File: src/rtl/s3_wr_arbiter.sv
`default_nettype none
// ============================================================================
//  Module   : s3_wr_arbiter
//  Brief    : Slave-3 write-path arbiter. Round-robin AW grant among the
//             masters, then in-order W-mux and B-demux steering through two
//             small index FIFOs. Control only; payload muxing is external.
//  Options  : S3_WR_ARB_QOS_EN - adds m_awqos; highest QoS wins, ties are
//             broken round-robin from the pointer.
//  Revision : 1.0  initial release
// ============================================================================
module s3_wr_arbiter #(
    parameter int NUM_MASTERS     = 4,
    parameter int SEL_W           = 2,
    parameter int MAX_OUTSTANDING = 4
) (
    input  logic                               ACLK,
    input  logic                               ARESET,
    input  logic [NUM_MASTERS-1:0]             m_awvalid,
`ifdef S3_WR_ARB_QOS_EN
    input  logic [NUM_MASTERS*4-1:0]           m_awqos,
`endif
    output logic [NUM_MASTERS-1:0]             m_awready,
    output logic                               s_awvalid,
    input  logic                               s_awready,
    output logic [SEL_W-1:0]                   aw_sel,
    output logic [SEL_W-1:0]                   w_sel,
    output logic                               w_sel_valid,
    input  logic                               s_wvalid,
    input  logic                               s_wready,
    input  logic                               s_wlast,
    output logic [SEL_W-1:0]                   b_sel,
    output logic                               b_sel_valid,
    input  logic                               s_bvalid,
    input  logic                               s_bready,
    output logic [$clog2(MAX_OUTSTANDING):0]   outstanding
);

    localparam int c_PTR_W = $clog2(MAX_OUTSTANDING);
    localparam int c_CNT_W = c_PTR_W + 1;

    localparam logic [SEL_W:0]     c_NUM_M = (SEL_W+1)'(NUM_MASTERS);
    localparam logic [SEL_W-1:0]   c_LAST  = SEL_W'(NUM_MASTERS - 1);
    localparam logic [c_CNT_W-1:0] c_MAX   = c_CNT_W'(MAX_OUTSTANDING);

    typedef enum logic [0:0] {
        IDLE = 1'b0,
        ADDR = 1'b1
    } state_t;

    state_t             state_q, state_d;
    logic [SEL_W-1:0]   aw_sel_q, aw_sel_d;
    logic [SEL_W-1:0]   ptr_q, ptr_d;
    logic [c_CNT_W-1:0] outstanding_q;

    logic [NUM_MASTERS-1:0] w_elig;
    logic                   w_win_found;
    logic [SEL_W-1:0]       w_win_idx;
    logic [SEL_W:0]         w_cand_sum;
    logic [SEL_W-1:0]       w_cand;
    logic                   w_aw_hs;

    // W-side index FIFO: master order of accepted addresses awaiting WLAST
    logic [SEL_W-1:0]   wf_mem_q [MAX_OUTSTANDING];
    logic [c_PTR_W-1:0] wf_wr_q, wf_rd_q;
    logic [c_CNT_W-1:0] wf_cnt_q;
    logic               w_wf_push, w_wf_pop, w_wf_nempty;

    // B-side index FIFO: master order of completed bursts awaiting BRESP
    logic [SEL_W-1:0]   bf_mem_q [MAX_OUTSTANDING];
    logic [c_PTR_W-1:0] bf_wr_q, bf_rd_q;
    logic [c_CNT_W-1:0] bf_cnt_q;
    logic               w_bf_push, w_bf_pop, w_bf_nempty;

`ifdef S3_WR_ARB_QOS_EN
    logic [3:0] w_max_qos;

    // Only requesters at the highest requested QoS level are eligible
    always_comb begin
        w_max_qos = 4'd0;
        w_elig    = '0;
        for (int i = 0; i < NUM_MASTERS; i++) begin
            if (m_awvalid[i] && (m_awqos[i*4 +: 4] > w_max_qos)) begin
                w_max_qos = m_awqos[i*4 +: 4];
            end
        end
        for (int i = 0; i < NUM_MASTERS; i++) begin
            w_elig[i] = m_awvalid[i] && (m_awqos[i*4 +: 4] == w_max_qos);
        end
    end
`else
    assign w_elig = m_awvalid;
`endif

    // Round-robin search: first eligible requester at or after the pointer
    always_comb begin
        w_win_found = 1'b0;
        w_win_idx   = '0;
        w_cand_sum  = '0;
        w_cand      = '0;
        for (int k = 0; k < NUM_MASTERS; k++) begin
            w_cand_sum = {1'b0, ptr_q} + (SEL_W+1)'(k);
            if (w_cand_sum >= c_NUM_M) begin
                w_cand_sum = w_cand_sum - c_NUM_M;
            end
            w_cand = w_cand_sum[SEL_W-1:0];
            if (!w_win_found && w_elig[w_cand]) begin
                w_win_found = 1'b1;
                w_win_idx   = w_cand;
            end
        end
    end

    // FSM state, registered grant and round-robin pointer
    always_ff @(posedge ACLK) begin
        if (ARESET) begin
            state_q  <= IDLE;
            aw_sel_q <= '0;
            ptr_q    <= '0;
        end else begin
            state_q  <= state_d;
            aw_sel_q <= aw_sel_d;
            ptr_q    <= ptr_d;
        end
    end

    // Next-state: grant from IDLE when a slot is free, hold grant until AWREADY
    always_comb begin
        state_d  = state_q;
        aw_sel_d = aw_sel_q;
        ptr_d    = ptr_q;
        w_aw_hs  = 1'b0;
        case (state_q)
            IDLE: begin
                if (w_win_found && (outstanding_q < c_MAX)) begin
                    state_d  = ADDR;
                    aw_sel_d = w_win_idx;
                end
            end
            ADDR: begin
                if (s_awready) begin
                    w_aw_hs = 1'b1;
                    state_d = IDLE;
                    ptr_d   = (aw_sel_q == c_LAST) ? '0 : aw_sel_q + SEL_W'(1);
                end
            end
            default: state_d = IDLE;
        endcase
    end

    assign s_awvalid = (state_q == ADDR);
    assign aw_sel    = aw_sel_q;
    assign m_awready = (state_q == ADDR && s_awready) ? (NUM_MASTERS'(1) << aw_sel_q) : '0;

    // W FIFO control; a beat without WLAST leaves the head in place
    assign w_wf_nempty = (wf_cnt_q != '0);
    assign w_wf_push   = w_aw_hs;
    assign w_wf_pop    = s_wvalid && s_wready && s_wlast && w_wf_nempty;

    // W FIFO storage
    always_ff @(posedge ACLK) begin
        if (w_wf_push) begin
            wf_mem_q[wf_wr_q] <= aw_sel_q;
        end
    end

    // W FIFO pointers and occupancy
    always_ff @(posedge ACLK) begin
        if (ARESET) begin
            wf_wr_q  <= '0;
            wf_rd_q  <= '0;
            wf_cnt_q <= '0;
        end else begin
            if (w_wf_push) wf_wr_q <= wf_wr_q + c_PTR_W'(1);
            if (w_wf_pop)  wf_rd_q <= wf_rd_q + c_PTR_W'(1);
            case ({w_wf_push, w_wf_pop})
                2'b10:   wf_cnt_q <= wf_cnt_q + c_CNT_W'(1);
                2'b01:   wf_cnt_q <= wf_cnt_q - c_CNT_W'(1);
                default: wf_cnt_q <= wf_cnt_q;
            endcase
        end
    end

    assign w_sel_valid = w_wf_nempty;
    assign w_sel       = w_wf_nempty ? wf_mem_q[wf_rd_q] : '0;

    // B FIFO control; BVALID with nothing pending is ignored
    assign w_bf_nempty = (bf_cnt_q != '0);
    assign w_bf_push   = w_wf_pop;
    assign w_bf_pop    = s_bvalid && s_bready && w_bf_nempty;

    // B FIFO storage
    always_ff @(posedge ACLK) begin
        if (w_bf_push) begin
            bf_mem_q[bf_wr_q] <= wf_mem_q[wf_rd_q];
        end
    end

    // B FIFO pointers and occupancy
    always_ff @(posedge ACLK) begin
        if (ARESET) begin
            bf_wr_q  <= '0;
            bf_rd_q  <= '0;
            bf_cnt_q <= '0;
        end else begin
            if (w_bf_push) bf_wr_q <= bf_wr_q + c_PTR_W'(1);
            if (w_bf_pop)  bf_rd_q <= bf_rd_q + c_PTR_W'(1);
            case ({w_bf_push, w_bf_pop})
                2'b10:   bf_cnt_q <= bf_cnt_q + c_CNT_W'(1);
                2'b01:   bf_cnt_q <= bf_cnt_q - c_CNT_W'(1);
                default: bf_cnt_q <= bf_cnt_q;
            endcase
        end
    end

    assign b_sel_valid = w_bf_nempty;
    assign b_sel       = w_bf_nempty ? bf_mem_q[bf_rd_q] : '0;

    // Outstanding writes: +1 on AW accept, -1 on B completion
    always_ff @(posedge ACLK) begin
        if (ARESET) begin
            outstanding_q <= '0;
        end else begin
            case ({w_aw_hs, w_bf_pop})
                2'b10:   outstanding_q <= outstanding_q + c_CNT_W'(1);
                2'b01:   outstanding_q <= outstanding_q - c_CNT_W'(1);
                default: outstanding_q <= outstanding_q;
            endcase
        end
    end

    assign outstanding = outstanding_q;

endmodule
`default_nettype wire

File: config.mk
export PLATFORM = sky130hd
export DESIGN_NAME = s3_wr_arbiter
export DESIGN_NICKNAME = d
export VERILOG_FILES = /design/src/rtl/s3_wr_arbiter.sv
export SDC_FILE = /design/constraint.sdc
export NUM_CORES = 1
export LEC_CHECK = 0
export ABC_CLOCK_PERIOD_IN_PS = 2800
export BUFFER_PORTS_ARGS = -buffer_cell sky130_fd_sc_hd__clkbuf_2
export CORE_UTILIZATION = 50
export CTS_CLUSTER_DIAMETER = 30
export DETAILED_ROUTE_END_ITERATION = 6
export PLACE_DENSITY = 0.71
export SLEW_MARGIN = 20
export SYNTH_ARGS = -nofsm -noshare
export SYNTH_HDL_FRONTEND = slang
export SYNTH_SLANG_ARGS = --single-unit
File: constraint.sdc
create_clock -name ACLK -period 2.8 [get_ports ACLK]
set_input_delay 0.28 -clock ACLK [delete_from_list [all_inputs] [get_ports ACLK]]
set_output_delay 0.28 -clock ACLK [all_outputs]
set_load 0.02 [all_outputs]
# Word-level counts from Yosys, hierarchy flattened
# Memory sizes are Yosys's and may differ from the RTL's. A register that Yosys moved wholly into a read port is not among the register bits.
# Index checks and enable logic that the tools add are counted.
dict set report op_classes {
  addsub 18
  order_cmp 9
  eq_ne 7
  shift 1
  muxes 40
  bitwise_logic 1
  reduce_logical 20
}
# cell count
set op_table {}
lappend op_table {{2-bit 2-to-1 mux} 15}
lappend op_table {{3-bit one-hot mux with 2 select lines} 3}
lappend op_table {{1-bit 2-to-1 mux} 16}
lappend op_table {{2-bit by 3-bit less-than comparator with 1-bit output (second input constant)} 4}
lappend op_table {{2-bit by 1-bit adder with 2-bit output (second input constant)} 5}
lappend op_table {{1-bit logical AND} 10}
lappend op_table {{3-bit by 1-bit adder with 3-bit output (second input constant)} 3}
lappend op_table {{3-bit greater-or-equal comparator (second input constant)} 3}
lappend op_table {{3-bit by 1-bit subtractor with 3-bit output (second input constant)} 3}
lappend op_table {{1-bit binary-select mux with 2-bit select} 4}
lappend op_table {{2-bit == test (second input constant)} 4}
lappend op_table {{2-bit by 1-bit subtractor with 2-bit output (second input constant)} 4}
lappend op_table {{2-bit by 2-bit adder with 3-bit output (second input constant)} 2}
lappend op_table {{2-bit by 1-bit == test with 1-bit output (second input constant)} 3}
lappend op_table {{2-bit nonzero test} 3}
lappend op_table {{3-bit nonzero test} 2}
lappend op_table {{4-bit 2-to-1 mux} 1}
lappend op_table {{2-bit AND reduction} 2}
lappend op_table {{1-bit by 2-bit << shifter with 4-bit output (first input constant)} 1}
lappend op_table {{2-bit by 1-bit adder with 3-bit output (second input constant)} 1}
lappend op_table {{2-bit by 3-bit greater-or-equal comparator with 1-bit output (second input constant)} 1}
lappend op_table {{1-bit zero test} 3}
lappend op_table {{3-bit less-than comparator (second input constant)} 1}
lappend op_table {{1-bit one-hot mux with 2 select lines} 1}
lappend op_table {{1-bit NOT} 1}
dict set report word_totals {
  regBits 22
  mem_bits_rw 16
  inputBits 12
  output_inout_bits 16
  elab_cells 108
  n_memories 2
}
# memory words word_bits read_ports rd_ports_with_merged_regs write_ports line
set memory_table {}
lappend memory_table {bf_mem_q 4 2 1 1 1 69} ;# logic [SEL_W-1:0] bf_mem_q [MAX_OUTSTANDING];
lappend memory_table {wf_mem_q 4 2 1 1 1 63} ;# logic [SEL_W-1:0] wf_mem_q [MAX_OUTSTANDING];

# Depth between registers and ports, before layout
dict set report logic_depth {
  depth_word 17
  depth_mapped 9
  ltp_nobuf 9
}

# Worst setup path before layout
# Ideal clock, no wire load.
dict set report synth_path {
  kind {register to register}
  start {register wf_cnt_q[1]}
  end {register bf_cnt_q[2]}
  setup_time_ns 0.070
  arrival_time_ns 1.925
  t_required_ns 2.730
  setup_slack_ns 0.804
  stages_incl_launch_ff 10
  path_buffers 0
  synth_period_minus_slack_ns 1.996
  cell_sequence {dfxtp_1 nor3_2 nor2_1 inv_1 ha_1 inv_1 fa_1 xor2_1 or3_1 a21oi_1}
}
dict set report synth_via {
  elab_chain_cells 4
  word_cells_on_any_way 6
  classes_between {2 x eq/ne; 1 x mux; 3 x reduce/logical}
}
# item line
set synth_lines {}
lappend synth_lines {{start, declared} 65} ;# logic [c_CNT_W-1:0] wf_cnt_q;
lappend synth_lines {{start signal, assigned} 176} ;# 2'b10: wf_cnt_q <= wf_cnt_q + c_CNT_W'(1);
lappend synth_lines {{start signal, assigned} 177} ;# 2'b01: wf_cnt_q <= wf_cnt_q - c_CNT_W'(1);
lappend synth_lines {{start signal, assigned} 178} ;# default: wf_cnt_q <= wf_cnt_q;
lappend synth_lines {{3-bit nonzero test (*)} 155} ;# assign w_wf_nempty = (wf_cnt_q != '0);
lappend synth_lines {{1-bit logical AND (*)} 157} ;# assign w_wf_pop = s_wvalid && s_wready && s_wlast && w_wf_nempty;
lappend synth_lines {{net w_bf_push} 72} ;# logic w_bf_push, w_bf_pop, w_bf_nempty;
lappend synth_lines {{2-bit by 1-bit == test with 1-bit output / 2-bit == test (equally long branches)} 207} ;# case ({w_bf_push, w_bf_pop})
lappend synth_lines {{3-bit one-hot mux with 2 select lines / 2-bit nonzero test (equally long branches)} n/a}
lappend synth_lines {{end signal, assigned} 208} ;# 2'b10: bf_cnt_q <= bf_cnt_q + c_CNT_W'(1);
lappend synth_lines {{end signal, assigned} 209} ;# 2'b01: bf_cnt_q <= bf_cnt_q - c_CNT_W'(1);
lappend synth_lines {{end signal, assigned} 210} ;# default: bf_cnt_q <= bf_cnt_q;
lappend synth_lines {{end, declared} 71} ;# logic [c_CNT_W-1:0] bf_cnt_q;
# Mark *: on every way through the listed nets, which the timed path passes. The rest lies on a longest branch.
# A chain may end at the register's enable or synchronous reset.

# Final worst setup path
# Same ends and word-level chain as after synthesis.

==> run summary <==
Worst path arrival time -> 2.40 ns
Port Buffers -> 27
Num CTS Buffers -> 5
Final setup violation count -> 0
First-pass GRT wire length -> 6120 um
Antenna Cells -> 0
Hold EP -> aw_sel[0]
Initial antenna violation count -> 0
Iteration-0 DRC Markers -> 80
Total global-route track usage -> 18.8%
DR top layer -> met4
Syn_nets -> 219
Cells after Synth -> 189
EDFF count, synth -> 16
Vias -> 1469
Fin nets -> 247
Crit path kind -> reg2reg
Crit start category -> flop
CTS Root Buffer Type -> clkbuf_8
Met2 WL -> 1890 um
Post-Synth Simple-Gate Area -> 15.3%
Largest family of logic cells by synthesized area -> simple AND/OR/NAND/NOR gates
Sequential element share of the synthesized area -> 49.4%
Reg2Reg Capture Point -> bf_cnt_q[2]
NetSw -> 0.000302 W
Fillers -> 318
Clock Path Buffers -> 2
Placed Instance Area -> 2200 sq um
TritonCTS clock tree -> built
Achievable clock frequency -> 458 MHz
Area of the multi-input gates -> 930 sq um
Layout cells sized above 1 -> 19.7%
Vias in the first global route -> 1417
VDD IR-drop max -> 0.280 mV
Most common library cells after synthesis -> dfxtp_1, inv_1, a21oi_1, nor2_1, edfxtp_1
I/O pin count -> 28
Reg2reg setup slack -> 0.61 ns
Startpoint of the worst hold path -> m_awvalid[1]
Rows -> 22
Post-CTS Hold Buffers -> 0
Syn-to-layout area delta -> 12.7%
DR vias/cell -> 5.52
Register area -> 1000 sq um
Synth unique cells -> 31
Complex-gate fraction of the synthesized area -> 10.0%
Register share of total power -> 57.2%
Final Skew -> 0.00764 ns
Max-Cap Viols -> 0
Cell Area, Synth -> 2020 sq um
Final critical-path required period -> 2.19 ns
CP Data Required Time -> 3.02 ns
Synth area leader -> dfxtp_1
Core area -> 3770 sq um
Crit Path Max Fanout -> 6
Reg2Reg Depth -> 9
Hold Fails Final Rpt -> 0
DIE HEIGHT -> 65.6 um
Clock Sink Count -> 42
Gate power share -> 11.3%
Period utilization -> 78.1%
Detailed placement HPWL -> 2690 um
Final WL -> 3540 um
Largest net degree at the start of global routing -> 29
Die area -> 4310 sq um
Post-CTS Setup Inserts -> 0
Synth Warn # -> 0
DR WL met3 -> 163 um
PD cells -> 514 nW/um^2
Residual DRC -> 0
Synthesized-area fraction occupied by adder cells -> 12.2%
Mean Syn Cell Area -> 10.7 sq um
Mux cell area share after synthesis -> 4.94%
Reg clk slew, reported paths -> 0.08 ns
Total chip power -> 0.00117 W
Met1 WL -> 1480 um
Pre-CTS WS -> 0.641 ns
Least-Margin Pin Slew -> 0.549 ns
Worst hold path class -> in2reg
Crit end category -> flop
Synthesis-stage register bit count -> 42
Fin Setup TNS -> 0 ns
Post-synth ARST share -> 0%
Final worst slack -> 0.614 ns
DIE WIDTH -> 65.6 um
Initial core utilization -> 53.7%
Drt wl/cell -> 13.3 um
Final ANT Viol Nets -> 0
Pre-Repair DR Iteration Count -> 4
Count leader, synth -> dfxtp_1
Core Util, Final -> 60.5%
Pleak -> 0.923 nW
Skew-Pair Late Insertion Delay -> 0.29 ns
Status -> complete, no violations
GP Congestion -> 0.763
Final Instance Area -> 2280 sq um
Switching Share -> 25.8%
Xor-xnor portion of the synthesized cell area -> 3.46%
H-tree Lvls -> 2
Final Max Slew Viols -> 0
Top area cells in the synthesized netlist -> dfxtp_1, edfxtp_1, ha_1
RSZ-0062 raised after global routing -> false
Hold path depth -> 3
Crit Reg-Reg Startpoint -> wf_cnt_q[1]
Rel. slew slack -> 63.4%
Post-synth top area share -> 25.7%
Internal power -> 0.000870 W
Clock group share of total power -> 31.5%
Most used DFF post-synth -> dfxtp_1
Grt ovf -> 0
PostCTS Resize Cnt -> 0
## worst max-delay path: stages, from the launching register on
cell	delay [ns]
dfxtp_1	0.34
nor3_2	0.36
nor2_1	0.15
inv_1	0.08
ha_1	0.17
inv_1	0.06
fa_1	0.37
xor2_1	0.15
or3_1	0.30
a21oi_1	0.14
## power by group through the flow
stage          registers [W]  clock network, W  logic [W]
2_1_floorplan       0.000685                 0  0.0000873
3_3_place_gp        0.000683                 0   0.000125
3_5_place_dp        0.000685                 0   0.000131
4_1_cts             0.000671          0.000378   0.000132
5_1_grt             0.000674          0.000403   0.000147
6_report            0.000671          0.000369   0.000133
## through the flow
step           hold slack (ns)  instances
6_report                 0.354        266
5_1_grt                  0.379        266
4_1_cts                  0.346        266
3_5_place_dp             0.490        258
3_3_place_gp             0.476        258
2_1_floorplan            0.455        189
## layout make-up
cell class,instances,share of cell area [%]
flip-flops and latches,42,43.9
multi-input cells,122,40.7
repair buffers,27,5.92
inverters,19,3.12
clock buffers,5,3.02
well taps,48,2.63
clock inverters,3,0.713
## registers in the layout, summed over array words and instances, names as in the netlist, named ones only
register and count:
bf_wr_q 2, wf_rd_q 2, wf_wr_q 2, wf_mem_q 8, s_awvalid 1, wf_cnt_q 3
bf_rd_q 2, bf_mem_q 8, aw_sel 2, outstanding 3, bf_cnt_q 3, ptr_q 2
## metal layers
| layer | GRT usage (%) | vias to the layer above |
|---|---|---|
| li1 | - | 712 |
| met1 | 21.5 | 721 |
| met2 | 34.2 | 34 |
| met3 | 5.21 | 2 |
| met4 | 4.08 | 0 |
| met5 | 0 | - |
## how the worst max path moves through the flow
stage	start	to	slack [ns]	depth (start not counted)
2_1_floorplan	wf_cnt_q[1]	bf_cnt_q[2]	0.80	9
3_3_place_gp	wf_cnt_q[1]	bf_cnt_q[2]	0.73	9
3_5_place_dp	wf_cnt_q[1]	bf_cnt_q[2]	0.64	9
4_1_cts	wf_cnt_q[1]	bf_cnt_q[2]	0.62	9
5_1_grt	wf_cnt_q[1]	bf_cnt_q[2]	0.47	9
6_report	wf_cnt_q[1]	bf_cnt_q[2]	0.61	9
## cell usage in the layout (no fill, tap or decap), types with 3 or more instances in the layout
| cell | Yosys | layout |
|---|---|---|
| o21ai_0 | 6 | 6 |
| and2_1 | 4 | 4 |
| xor2_1 | 6 | 6 |
| mux4_2 | 4 | 4 |
| or3_1 | 6 | 6 |
| nand2b_1 | 3 | 3 |
| nand2_1 | 6 | 6 |
| and3_1 | 13 | 13 |
| edfxtp_1 | 16 | 16 |
| clkbuf_8 | 0 | 5 |
| fa_1 | 3 | 3 |
| ha_1 | 15 | 15 |
| clkbuf_2 | 0 | 27 |
| nor2_1 | 17 | 17 |
| nand3_1 | 5 | 5 |
| inv_1 | 18 | 18 |
| dfxtp_1 | 26 | 26 |
| a21oi_1 | 17 | 17 |
## kinds of logic after synthesis
logic type,count (synthesis)
compound gates,33
xor+xnor,8
fa+ha+maj,18
buf+inv,25
flops,42
mux,5
simple gates,58
Power figures use the tool's default switching activity.
